===== config.mk =====
export PLATFORM = sky130hd
export DESIGN_NAME = spi_slave_driver
export DESIGN_NICKNAME = d
export VERILOG_FILES = /design/src/rtl/spi_slave_driver.sv
export SDC_FILE = /design/constraint.sdc
export NUM_CORES = 1
export LEC_CHECK = 0
export BUFFER_PORTS_ARGS = -buffer_cell sky130_fd_sc_hd__buf_2
export CAP_MARGIN = 10
export CORE_UTILIZATION = 38
export CTS_BUF_LIST = sky130_fd_sc_hd__clkbuf_16
export DETAILED_ROUTE_END_ITERATION = 16
export PLACE_DENSITY = 0.69
export RECOVER_POWER = 100
export SETUP_SLACK_MARGIN = 0.4
export SLEW_MARGIN = 20
export SYNTH_ARGS = -nofsm -noshare
export SYNTH_HDL_FRONTEND = slang
export SYNTH_SLANG_ARGS = --single-unit

===== constraint.sdc =====
create_clock -name clk -period 3.15 [get_ports clk]
set_input_delay 0.315 -clock clk [delete_from_list [all_inputs] [get_ports clk]]
set_output_delay 0.315 -clock clk [all_outputs]
set_load 0.01 [all_outputs]

===== src/rtl/spi_slave_driver.sv =====
// SPI mode-0 slave front end for spi_buffer.
// sclk/cs/mosi are oversampled into the clk domain. Words are shifted MSB
// first, and the transmit word is reloaded at every word boundary so the
// buffer can stream words back to back within one chip-select frame.
module spi_slave_driver #(
  parameter int DATA_WIDTH = 8
) (
  input  logic                  clk,
  input  logic                  rst,
  input  logic                  sclk,
  input  logic                  cs,
  input  logic                  mosi,
  output logic                  miso,
  input  logic [DATA_WIDTH-1:0] data_to_send,
  output logic [DATA_WIDTH-1:0] data_received,
  output logic                  ready,
  output logic                  busy
);

  localparam int CW = $clog2(DATA_WIDTH);
  localparam logic [CW-1:0] LAST_BIT = CW'(DATA_WIDTH - 1);

  typedef enum logic {IDLE, SHIFT} state_e;

  // Synchroniser chains: [0] is stage 1, [1] is stage 2, [2] is the edge-detect history.
  logic [2:0] sclk_q;
  logic [2:0] cs_q;
  logic [1:0] mosi_q;
  // flush_q marks when the cs chain holds real samples rather than reset values.
  logic [1:0] flush_q;
  logic       armed_q;

  state_e                  state_q, state_d;
  logic [DATA_WIDTH-1:0]   tx_shreg_q, tx_shreg_d;
  logic [DATA_WIDTH-1:0]   rx_shreg_q, rx_shreg_d;
  logic [DATA_WIDTH-1:0]   rdata_q, rdata_d;
  logic [CW-1:0]           bit_cnt_q, bit_cnt_d;
  logic                    reload_q, reload_d;
  logic                    ready_q, ready_d;

  logic                    sclk_rise, sclk_fall, cs_fall, cs_rise, mosi_s;
  logic [DATA_WIDTH-1:0]   rx_next;

  // Input synchronisers, and arming: a frame may only start after cs has really been seen high.
  always_ff @(posedge clk or posedge rst) begin
    if (rst) begin
      sclk_q  <= '0;
      cs_q    <= '1;
      mosi_q  <= '0;
      flush_q <= '0;
      armed_q <= 1'b0;
    end else begin
      sclk_q  <= {sclk_q[1:0], sclk};
      cs_q    <= {cs_q[1:0], cs};
      mosi_q  <= {mosi_q[0], mosi};
      flush_q <= {flush_q[0], 1'b1};
      if (flush_q[1] && cs_q[1]) armed_q <= 1'b1;
    end
  end

  assign sclk_rise = sclk_q[1] & ~sclk_q[2];
  assign sclk_fall = ~sclk_q[1] & sclk_q[2];
  assign cs_fall   = ~cs_q[1] & cs_q[2] & armed_q;
  assign cs_rise   = cs_q[1] & ~cs_q[2];
  assign mosi_s    = mosi_q[1];
  assign rx_next   = {rx_shreg_q[DATA_WIDTH-2:0], mosi_s};

  // State and datapath registers.
  always_ff @(posedge clk or posedge rst) begin
    if (rst) begin
      state_q    <= IDLE;
      tx_shreg_q <= '0;
      rx_shreg_q <= '0;
      rdata_q    <= '0;
      bit_cnt_q  <= '0;
      reload_q   <= 1'b0;
      ready_q    <= 1'b0;
    end else begin
      state_q    <= state_d;
      tx_shreg_q <= tx_shreg_d;
      rx_shreg_q <= rx_shreg_d;
      rdata_q    <= rdata_d;
      bit_cnt_q  <= bit_cnt_d;
      reload_q   <= reload_d;
      ready_q    <= ready_d;
    end
  end

  // Next-state logic: cs rise outranks any simultaneous sclk edge.
  always_comb begin
    state_d    = state_q;
    tx_shreg_d = tx_shreg_q;
    rx_shreg_d = rx_shreg_q;
    rdata_d    = rdata_q;
    bit_cnt_d  = bit_cnt_q;
    reload_d   = reload_q;
    ready_d    = 1'b0;
    case (state_q)
      IDLE: begin
        if (cs_fall) begin
          tx_shreg_d = data_to_send;
          bit_cnt_d  = '0;
          reload_d   = 1'b0;
          state_d    = SHIFT;
        end
      end
      SHIFT: begin
        if (cs_rise) begin
          state_d   = IDLE;
          bit_cnt_d = '0;
          reload_d  = 1'b0;
        end else if (sclk_rise) begin
          rx_shreg_d = rx_next;
          if (bit_cnt_q == LAST_BIT) begin
            rdata_d   = rx_next;
            ready_d   = 1'b1;
            bit_cnt_d = '0;
            reload_d  = 1'b1;
          end else begin
            bit_cnt_d = bit_cnt_q + CW'(1);
          end
        end else if (sclk_fall) begin
          if (reload_q) begin
            tx_shreg_d = data_to_send;
            reload_d   = 1'b0;
          end else begin
            tx_shreg_d = tx_shreg_q << 1;
          end
        end
      end
      default: state_d = IDLE;
    endcase
  end

  assign miso          = (state_q == SHIFT) & tx_shreg_q[DATA_WIDTH-1];
  assign busy          = (state_q == SHIFT);
  assign ready         = ready_q;
  assign data_received = rdata_q;

endmodule


==> reports/results.tsv <==
metric	value	unit
outcome	complete, no violations	
cp.required	3.31	ns
avgSynthCellArea	15.0	sq um
ys.flop_type	dfrtp_1	
regArea	1000	sq um
htree_num_levels	2	
report.final.hold_viol_count	0	
r2r-end	data_received[7]	
drive_gt1_share	32.8	%
yosysTopAreaCell	dfrtp_1	
cts_resized	0	
grt_max_degree	41	
period_needed	1.68	ns
ys_seq_elements	40	
areaGrowthSynthToFinish	17.2	%
crit_type	reg2reg	
multi_input_comb_area	526	sq um
vias_per_cell	4.87	
grtUsageTotal	12.9	%
cts_tree	done	
antenna_found_initial	0	
synth_top_area_share	57.0	%
tns	0	ns
skew	0.00501	ns
cp-startpoint	cs_q[2]	
worstHoldPathType	in2reg	
rows	23	
rsz0062_at_grt	false	
vias	911	
io_pins	24	
drtPass1Iterations	4	
fin_nets	151	
leakagePower	0.907	nW
slowest_delay	0.53	ns
dpl_worst_slack	1.43	ns
place_hpwl	1730	microns
port_buffers	23	
path_cells	nand2b_1 > nand4_1 > mux2_2	
die-width	67.4	microns
synthArstFlopShare	100	%
ant_nets	0	
rr_startpoint	cs_q[2]	
routedWlPerCell	12.8	microns
report.final.slew_viol_count	0	
wl	2390	microns
yosysWarnings	0	
postLayoutSetupSlackWorst	1.47	ns
cts_setup_buffers	0	
synth-seq-area-share	61.9	%
cp.arrival	1.83	ns
synth_cell_type_count	26	
cts-root-buf	clkbuf_16	
power_density	734	nW/um^2
setup_viol	0	
clk_pin_slew	0.06	ns
rrSetupSlack	1.47	ns
timing.final.crit_share	53.2	%
clock.fmax	597	MHz
crit_fanout	9	
yosys-top-cells-area	dfrtp_1, mux2_2, mux2_4	
clk_latency	0.27	ns
critical_path.endpoint	data_received[7]	
drc_errors	0	
first_iter_violations	37	
clock_path_buffers	2	
endpoint_kind	register	
synth_enable_flop_cells	0	
nFillCells	359	
dieArea	4540	sq um
n_antenna_cell	0	
cts_hold_buf	0	
grt-ovfl-total	0	
cp-start-kind	register	
initial_core_util	40.0	%
yosysMostFrequentCell	dfrtp_1	
cts.sinks	40	
syn-cell-area	1620	sq um
drv_cap	0	
cp_slowest_cell	dfstp_1	
coreArea	4060	sq um
synth_nets	123	
grt_pass1_wl	4290	microns
vdd_drop_max	574	uV
rr_worst_depth	3	
synthCells	108	
yosys-top-cells-count	dfrtp_1, mux2_2, inv_1	
cts-buffers-inserted	5	
grt_pass1_vias	955	
fp.dieH	67.4	microns
gp_congestion	0.764	
flip-flops by register name (all words and copies together), names as in the netlist:
signal         flops
rx_shreg_q         7
flush_q            2
ready              1
sclk_q             3
busy               1
cs_q               3
data_received      8
mosi_q             2
reload_q           1
armed_q            1
bit_cnt_q          3
tx_shreg_q         8
worst max-delay path: cells and delay by family, from the launching register on:
| kind | cells | cell delay [ns] |
|---|---|---|
| muxes | 1 | 0.43 |
| DFF | 1 | 0.53 |
| and+or+nand+nor | 2 | 0.60 |
worst min path at each step:
stage                 end  slack, ns  startpoint  cells past startpoint
5_1_grt           cs_q[0]       0.13          cs                      1
2_1_floorplan     cs_q[0]       0.32          cs                      0
6_report          cs_q[0]       0.14          cs                      1
4_1_cts           cs_q[0]       0.13          cs                      1
3_3_place_gp    sclk_q[1]       0.34   sclk_q[0]                      0
3_5_place_dp   flush_q[1]       0.34  flush_q[0]                      0
power by group:
part           internal, mW  switching (mW)
Combinational         0.106          0.0700
Clock                 0.371           0.182
Sequential            0.613          0.0552
metrics by stage:
stage | util [%] | instances | area (sq um) | hold WS (ns) | total power [mW]
2_1_floorplan | - | 108 | 1620 | 0.319 | 0.851
3_3_place_gp | 44.0 | 179 | 1790 | 0.336 | 0.887
3_5_place_dp | 44.0 | 179 | 1790 | 0.336 | 0.903
4_1_cts | 48.2 | 187 | 1950 | 0.133 | 1.46
5_1_grt | 46.9 | 187 | 1900 | 0.132 | 1.47
6_report | 46.9 | 187 | 1900 | 0.140 | 1.40
layer usage:
metal / routed length [microns] / global-route usage, %
met1: 1070 / 15.7
met2: 1190 / 22.3
met3: 124 / 4.05
met4: 8 / 3.19
met5: 0 / 0
logic make-up (layout without fill, tap and decap cells):
family	Yosys count	in the layout	share of synthesized area (%)
flip-flops	40	40	61.9
multiplexers	30	30	22.3
AND/OR/NAND/NOR	15	15	6.55
buffers and inverters	12	41	3.47
AO/OA/AOI/OAI	8	8	4.01
adder cells (fa/ha/maj)	2	2	1.54
other	1	1	0.231
final cells by class:
type                       count  share of cell area, %
clock inverter                 3                   2.24
clock buffer                   5                   6.57
tap                           50                   3.29
timing repair buffer          24                   5.72
multi-input combinational     56                   27.6
sequential                    40                   52.8
inverter                       9                   1.78
cell usage in the layout, fill, tap and decap left out, types with 2 or more instances in the layout:
master	synthesis	routed
dfrtp_1	37	37
mux2_2	22	22
buf_2	0	12
clkbuf_1	1	11
inv_1	9	9
mux2_1	0	7
clkbuf_16	0	5
nand2b_1	4	4
nand2_1	4	4
o32ai_1	3	3
ha_1	2	2
dfstp_1	0	2
No activity file was read; power rests on OpenSTA's default activity.
